$ cat src/rtl/ports_if.sv
// ============================================================================
// Module : ports_if
// Brief  : Table-write, stage-request and twiddle-stream bundle for ports.
// Rev    : 1.0  initial release
// ============================================================================
`default_nettype none

interface ports_if #(
  parameter int BIT_WIDTH = 16,
  parameter int SIZE_FFT  = 8,
  parameter int LANES     = 2
);
  localparam int AW = $clog2(SIZE_FFT);

  logic                 wr_en;
  logic [AW-1:0]        wr_addr;
  logic [BIT_WIDTH-1:0] wr_data;

  logic                 recv_val;
  logic                 recv_rdy;
  logic [AW-1:0]        recv_stage;
  logic                 recv_inverse;

  logic                 send_val;
  logic                 send_rdy;
  logic [BIT_WIDTH-1:0] send_real      [LANES];
  logic [BIT_WIDTH-1:0] send_imaginary [LANES];
  logic                 send_last;

  modport master (
    output wr_en, wr_addr, wr_data,
    output recv_val, recv_stage, recv_inverse,
    input  recv_rdy,
    input  send_val, send_real, send_imaginary, send_last,
    output send_rdy
  );

  modport slave (
    input  wr_en, wr_addr, wr_data,
    input  recv_val, recv_stage, recv_inverse,
    output recv_rdy,
    output send_val, send_real, send_imaginary, send_last,
    input  send_rdy
  );
endinterface

`default_nettype wire

$ cat src/rtl/ports.sv
// ============================================================================
// Module : ports
// Brief  : Streaming Cooley-Tukey twiddle generator over a loadable sine table.
// Rev    : 1.0  initial release
// ============================================================================
`default_nettype none

module ports #(
  parameter int BIT_WIDTH  = 16,
  parameter int DECIMAL_PT = 8,
  parameter int SIZE_FFT   = 8,
  parameter int LANES      = 2
) (
  input  wire logic clk,
  input  wire logic reset,
  ports_if.slave    bus
);
  localparam int AW       = $clog2(SIZE_FFT);
  localparam int N_STAGES = AW;
  localparam int BEATS    = SIZE_FFT / 2 / LANES;
  localparam int BW       = (BEATS > 1) ? $clog2(BEATS) : 1;

  generate
    if ((SIZE_FFT < 4) || ((SIZE_FFT & (SIZE_FFT - 1)) != 0)) begin : g_bad_size
      $error("SIZE_FFT must be a power of two and at least 4");
    end
    if ((LANES < 1) || ((LANES & (LANES - 1)) != 0) || (LANES > SIZE_FFT / 2)) begin : g_bad_lanes
      $error("LANES must be a power of two no larger than SIZE_FFT/2");
    end
    if ((DECIMAL_PT < 0) || (DECIMAL_PT >= BIT_WIDTH)) begin : g_bad_frac
      $error("DECIMAL_PT must lie inside the word");
    end
  endgenerate

  typedef enum logic [0:0] {S_IDLE = 1'b0, S_RUN = 1'b1} state_t;

  state_t               r_state;
  logic                 r_rdy;
  logic [AW-1:0]        r_stage;
  logic                 r_inv;
  logic [BW-1:0]        r_beat;
  logic                 r_send_val;
  logic                 r_last;
  logic [BIT_WIDTH-1:0] r_real [LANES];
  logic [BIT_WIDTH-1:0] r_imag [LANES];
  logic [BIT_WIDTH-1:0] r_tbl  [SIZE_FFT];

  logic                 w_fire;
  logic                 w_bypass;
  logic [AW-1:0]        w_stage;
  logic                 w_inv;
  logic [BW-1:0]        w_beat;
  logic                 w_last;
  logic [AW-1:0]        w_mask;
  logic [AW-1:0]        w_shift;
  logic [AW-1:0]        w_idx  [LANES];
  logic [AW-1:0]        w_ridx [LANES];
  logic [BIT_WIDTH-1:0] w_sin  [LANES];
  logic [BIT_WIDTH-1:0] w_cos  [LANES];
  logic [BIT_WIDTH-1:0] w_real [LANES];
  logic [BIT_WIDTH-1:0] w_imag [LANES];

  assign w_fire   = (r_state == S_IDLE) && r_rdy && bus.recv_val;
  // A write in the accepting cycle must already be visible to beat 0.
  assign w_bypass = (r_state == S_IDLE) && bus.wr_en;

  always_comb begin
    w_stage = r_stage;
    w_inv   = r_inv;
    w_beat  = r_beat + BW'(1);
    if (w_fire) begin
      w_stage = (bus.recv_stage >= AW'(N_STAGES)) ? AW'(N_STAGES - 1) : bus.recv_stage;
      w_inv   = bus.recv_inverse;
      w_beat  = '0;
    end
    w_last  = (w_beat == BW'(BEATS - 1));
  end

  // idx = (j mod 2^s) * N / 2^(s+1), i.e. the masked index shifted up by log2(N)-1-s.
  always_comb begin
    w_mask  = (AW'(1) << w_stage) - AW'(1);
    w_shift = AW'(AW - 1) - w_stage;
    for (int l = 0; l < LANES; l++) begin
      w_idx[l]  = ((AW'(w_beat) * AW'(LANES) + AW'(l)) & w_mask) << w_shift;
      w_ridx[l] = w_idx[l] + AW'(SIZE_FFT / 4);
      w_sin[l]  = (w_bypass && (bus.wr_addr == w_idx[l]))  ? bus.wr_data : r_tbl[w_idx[l]];
      w_cos[l]  = (w_bypass && (bus.wr_addr == w_ridx[l])) ? bus.wr_data : r_tbl[w_ridx[l]];
      w_real[l] = w_cos[l];
      w_imag[l] = w_inv ? w_sin[l] : -w_sin[l];
    end
  end

  always_ff @(posedge clk) begin
    if (reset) begin
      r_state    <= S_IDLE;
      r_rdy      <= 1'b0;
      r_stage    <= '0;
      r_inv      <= 1'b0;
      r_beat     <= '0;
      r_send_val <= 1'b0;
      r_last     <= 1'b0;
      r_real     <= '{default: '0};
      r_imag     <= '{default: '0};
      for (int i = 0; i < SIZE_FFT; i++) begin
        r_tbl[i] <= '0;
      end
    end else begin
      if (bus.wr_en && (r_state == S_IDLE)) begin
        r_tbl[bus.wr_addr] <= bus.wr_data;
      end
      case (r_state)
        S_IDLE: begin
          r_rdy <= 1'b1;
          if (w_fire) begin
            r_state    <= S_RUN;
            r_rdy      <= 1'b0;
            r_stage    <= w_stage;
            r_inv      <= w_inv;
            r_beat     <= w_beat;
            r_send_val <= 1'b1;
            r_last     <= w_last;
            r_real     <= w_real;
            r_imag     <= w_imag;
          end
        end
        S_RUN: begin
          if (bus.send_rdy) begin
            if (r_beat == BW'(BEATS - 1)) begin
              r_state    <= S_IDLE;
              r_rdy      <= 1'b1;
              r_send_val <= 1'b0;
              r_last     <= 1'b0;
            end else begin
              r_beat     <= w_beat;
              r_last     <= w_last;
              r_real     <= w_real;
              r_imag     <= w_imag;
            end
          end
        end
        default: begin
          r_state <= S_IDLE;
        end
      endcase
    end
  end

  assign bus.recv_rdy       = r_rdy;
  assign bus.send_val       = r_send_val;
  assign bus.send_last      = r_last;
  assign bus.send_real      = r_real;
  assign bus.send_imaginary = r_imag;
endmodule

`default_nettype wire

$ cat src/flat_wrapper.sv
// flat-port wrapper written by rule: the top's interface ports become plain ports
module ports_flat 
#(
  parameter int BIT_WIDTH  = 16,
  parameter int DECIMAL_PT = 8,
  parameter int SIZE_FFT   = 8,
  parameter int LANES      = 2
)
  (clk, reset, bus_wr_en, bus_wr_addr, bus_wr_data, bus_recv_val, bus_recv_stage, bus_recv_inverse, bus_recv_rdy, bus_send_val, bus_send_real, bus_send_imaginary, bus_send_last, bus_send_rdy);
  ports_if #(.BIT_WIDTH(BIT_WIDTH), .SIZE_FFT(SIZE_FFT), .LANES(LANES)) bus_i ();
  input  wire logic clk;
  input  wire logic reset;
  input wire logic [$bits(bus_i.wr_en)-1:0] bus_wr_en;
  input wire logic [$bits(bus_i.wr_addr)-1:0] bus_wr_addr;
  input wire logic [$bits(bus_i.wr_data)-1:0] bus_wr_data;
  input wire logic [$bits(bus_i.recv_val)-1:0] bus_recv_val;
  input wire logic [$bits(bus_i.recv_stage)-1:0] bus_recv_stage;
  input wire logic [$bits(bus_i.recv_inverse)-1:0] bus_recv_inverse;
  output wire logic [$bits(bus_i.recv_rdy)-1:0] bus_recv_rdy;
  output wire logic [$bits(bus_i.send_val)-1:0] bus_send_val;
  output wire logic [$bits(bus_i.send_real)-1:0] bus_send_real;
  output wire logic [$bits(bus_i.send_imaginary)-1:0] bus_send_imaginary;
  output wire logic [$bits(bus_i.send_last)-1:0] bus_send_last;
  input wire logic [$bits(bus_i.send_rdy)-1:0] bus_send_rdy;
  assign bus_i.wr_en = bus_wr_en;
  assign bus_i.wr_addr = bus_wr_addr;
  assign bus_i.wr_data = bus_wr_data;
  assign bus_i.recv_val = bus_recv_val;
  assign bus_i.recv_stage = bus_recv_stage;
  assign bus_i.recv_inverse = bus_recv_inverse;
  assign bus_recv_rdy = bus_i.recv_rdy;
  assign bus_send_val = bus_i.send_val;
  assign bus_send_real = {>>{bus_i.send_real}};
  assign bus_send_imaginary = {>>{bus_i.send_imaginary}};
  assign bus_send_last = bus_i.send_last;
  assign bus_i.send_rdy = bus_send_rdy;
  ports #(.BIT_WIDTH(BIT_WIDTH), .DECIMAL_PT(DECIMAL_PT), .SIZE_FFT(SIZE_FFT), .LANES(LANES)) u_core (.clk(clk), .reset(reset), .bus(bus_i));
endmodule
$ cat config.mk
export PLATFORM = sky130hd
export DESIGN_NAME = ports_flat
export DESIGN_NICKNAME = d
export VERILOG_FILES = /design/src/rtl/ports_if.sv /design/src/rtl/ports.sv /design/src/flat_wrapper.sv
export SDC_FILE = /design/constraint.sdc
export NUM_CORES = 1
export LEC_CHECK = 0
export BUFFER_PORTS_ARGS = -buffer_cell sky130_fd_sc_hd__buf_2
export CORE_MARGIN = 2
export CORE_UTILIZATION = 55
export CTS_CLUSTER_DIAMETER = 40
export DETAILED_ROUTE_END_ITERATION = 10
export PLACE_DENSITY = 0.81
export SLEW_MARGIN = 10
export SYNTH_ARGS = -nofsm -noshare
export SYNTH_HDL_FRONTEND = slang
export SYNTH_SLANG_ARGS = --single-unit
$ cat constraint.sdc
create_clock -name clk -period 5.6 [get_ports clk]
set_input_delay 0.28 -clock clk [delete_from_list [all_inputs] [get_ports clk]]
set_output_delay 0.28 -clock clk [all_outputs]
set_load 0.005 [all_outputs]
==> run summary <==
- 1189 — First DRT Iteration DRCs
- 190 MHz — FMAX
- 16.6% — share of final-layout standard cells stronger than drive strength 1
- 3 — number of cells traversed by the worst hold path
- 0.996 — routability cong.
- 0 — drt drc
- 201 — CTS sink count
- 1388 — post-synthesis net count
- flip-flop to flip-flop — start-to-end type of the worst setup path
- done — TritonCTS clock tree
- 35.0% — total routing resource utilization after global routing
- 0.57 ns — insertion delay to the later sink of the worst-skew pair
- u_core.bus.send_imaginary[15]$_SDFFE_PP0P_ — end point of the critical path
- 0 — Yosys warnings
- 0.988 ns — slew at the pin closest to its max-slew limit
- edfxtp_1 33%, dfxtp_1 12%, nand2_1 7.7% — cells taking the most area after synthesis
- 151 um — Chip Height
- 6.05 ns — data required time of the critical path
- 71 — Distinct cells, synth
- 0% — ys async rst share
- flip-flop — crit end category
- edfxtp_1 — commonest register cell after synthesis
- 0.254 mV — Worst IR Drop VDD
- 28.9 mm — half-perimeter wire length of the detailed placement result
- u_core.bus.send_imaginary[15]$_SDFFE_PP0P_ — capturing point of the worst reg2reg path
- edfxtp_1 — leading area contributor after synthesis
- complete, no violations — run status
- 14.4% — P&R area growth vs syn
- 1429 — number of nets at the end of the flow
- 151 um — die width
- 72 — pin count of the biggest net entering global routing
- 94 — number of port buffers
- 0.0141 ns — Final Skew
- 5.70 ns — data arrival time at the worst-slack endpoint
- 95 — top-level port count
- 5 — First-pass DRT Iterations
- 0 — max-capacitance violation count
- 0 ns — final-layout setup total negative slack
- 30 — number of buffers created by CTS
- 10800 — via total after detailed routing
- 21 — Critical Path Fanout Max
- 0 — Fin. Hold Viols
- 344 nW/um^2 — power per cell area
- 201 — FF+latch count, synth
- 44.9% — part of the Yosys area used for sequential elements
- 53 — Rows
- 93.7% — Period Utilization, post-route
- 0 — count of nets left with antenna violations after detail routing
- 32.5% — area fraction of the dominant cell type after synthesis
- flip-flop — Worst Setup Start Kind
- 9860 — vias in the first global route
- nand2_1 — commonest non-fill, non-tap cell in the layout
- 1354 — gate count after technology mapping
- 5.25 nW — cell leakage power
- 3 — number of buffers on the longest clock path
- 11800 um^2 — mapped cell area
- 33.9% — headroom to the max-slew limit
- clkbuf_16 — root buffer cell
- 59.9 mm — first-pass GRT wire length
- 5.25 ns — final critical-path required period
- 0.126 ns — Min Hold Slack
- 22700 um^2 — DIE AREA
- 0.06 ns — clock transition time at the flip-flop clock pins of the worst setup and hold paths
- 128 — number of synthesized flops with an enable pin
- input pin to flip-flop — Min-Delay Path Class
- 0.35 ns — worst-case register-to-register setup slack
- u_core.r_state$_SDFF_PP0_ — launch point of the worst path
- 0 — final setup violating endpoints
- 1 — initial antenna violation count
- 23.5 um — routed length per instance
- 16 — FF-to-FF path depth
- 0 — number of antenna cells inserted
- 8.73 um^2 — average cell area after synthesis
- 21000 um^2 — Placeable Area
- 6.40 — routed vias/inst
- 0 — count of pins over their slew limit
- u_core.r_state$_SDFF_PP0_ — worst reg2reg path startpoint
- 56.2% — effective utilization at floorplan
- 39.7 mm — Total Routed Length
- 1 — level count of the clock H-tree
- 0 — overflow left after global routing
- 239 x nand2_1, 128 x edfxtp_1, 112 x nor2_1 — commonest cells after routing, fill and taps aside
[worst min path at each step]
stage	slack, ns	endpoint	from
after global routing	0.15	u_core.bus.send_real[21]$_SDFFE_PP0P_	bus_wr_data[5]
after CTS	0.12	u_core.r_state$_SDFF_PP0_	bus_recv_val
after global placement	0.44	u_core.bus.send_imaginary[18]$_SDFFE_PP0P_	u_core.bus.send_imaginary[18]$_SDFFE_PP0P_
final	0.13	u_core.bus.send_real[21]$_SDFFE_PP0P_	bus_wr_data[5]
after detailed placement	0.44	u_core.bus.send_real[14]$_SDFFE_PP0P_	u_core.bus.send_real[14]$_SDFFE_PP0P_
after floorplan	0.40	u_core.bus.send_val$_SDFFE_PP0P_	bus_send_rdy
[Yosys cell counts (3+ instances only)]
cell	count
nand2_1	242
edfxtp_1	128
nor2_1	116
and2_1	110
clkbuf_1	93
a21oi_1	73
dfxtp_1	73
a211oi_1	47
nor3_1	44
nand3_1	42
mux2i_1	33
a311oi_1	32
o211ai_1	28
and3_1	26
o21ai_0	25
a31oi_1	22
xnor2_1	18
inv_1	17
buf_1	16
or2_2	13
mux2_2	11
nor4_1	10
o31ai_1	10
xor2_1	10
buf_2	9
a211o_1	6
a221oi_1	6
ha_1	6
a311o_1	5
nand4_1	5
or3_1	5
a221o_1	4
nand2b_1	4
o2111ai_1	4
o21a_1	4
o41ai_1	4
and3b_1	3
clkinv_1	3
o21ai_1	3
o221ai_1	3
o311ai_0	3
[power by group]
group,switching (mW),leakage [nW],internal [mW]
registers,0.0801,1.92,1.68
logic,0.677,2.83,0.376
clock network,0.742,0.503,1.10
[timing repair]
action / CTS / global route
hold buffers: 1 / 0
setup endpoints to repair: 3 / 23
hold endpoints to repair: 1 / 0
buffers inserted: 2 / 0
pin swaps: 1 / 0
resized for setup: 0 / 6
[worst max-delay path, cell delays in order, from the launching register on]
cell,delay [ns]
dfxtp_1,0.38
and3b_1,0.40
mux2i_4,0.49
clkinv_1,0.21
ha_1,0.34
or2_2,0.33
o21ai_2,0.31
and3_1,0.41
nor3_1,0.12
o221ai_2,0.28
buf_4,0.33
o31ai_1,0.16
nor4_1,0.50
o211ai_1,0.18
o41ai_1,0.41
xor2_1,0.18
o21ai_0,0.09
[registers in the layout, summed over array words and instances (netlist names)]
register,flops
u_core.r_tbl,128
u_core.bus.send_imaginary,32
u_core.bus.send_real,32
u_core.r_stage,3
u_core.bus.recv_rdy,1
u_core.bus.send_last,1
u_core.bus.send_val,1
u_core.r_beat,1
u_core.r_inv,1
u_core.r_state,1
[cell type report]
type | count | area, um^2
inverter | 20 | 75.1
fill | 1768 | 7500
multi-input combinational | 1013 | 6030
sequential | 201 | 5310
timing repair buffer | 129 | 761
clock inverter | 16 | 153
tap | 275 | 344
clock buffer | 38 | 848
[per-stage QoR]
stage / utilization, % / setup WS, ns / total power, mW / area (um^2) / cells
after floorplan: - / 0.0519 / 2.45 / 11800 / 1354
after global placement: 59.3 / 0.128 / 2.79 / 12500 / 1635
after detailed placement: 59.3 / -0.0216 / 2.80 / 12500 / 1635
after CTS: 64.2 / 0.0832 / 4.62 / 13500 / 1692
after global routing: 64.3 / -0.00910 / 4.83 / 13500 / 1692
final: 64.3 / 0.351 / 4.65 / 13500 / 1692
[cell families (layout without fill, tap and decap cells)]
group,Yosys count,in the layout,share of synthesized area (%)
buf+inv,140,203,4.67
simple gates,631,631,25.2
flops,201,201,44.9
xor+xnor,28,28,2.08
compound gates,300,300,18.0
mux,48,48,4.54
fa+ha+maj,6,6,0.635
[routing by layer]
metal	vias up	track usage (%)	wire (um)
met1	5189	53.7	17700
met4	0	8.64	864
li1	4979	-	-
met2	593	49.3	16400
met3	60	8.36	4710
met5	-	0	0
Power figures use the tool's default switching activity.
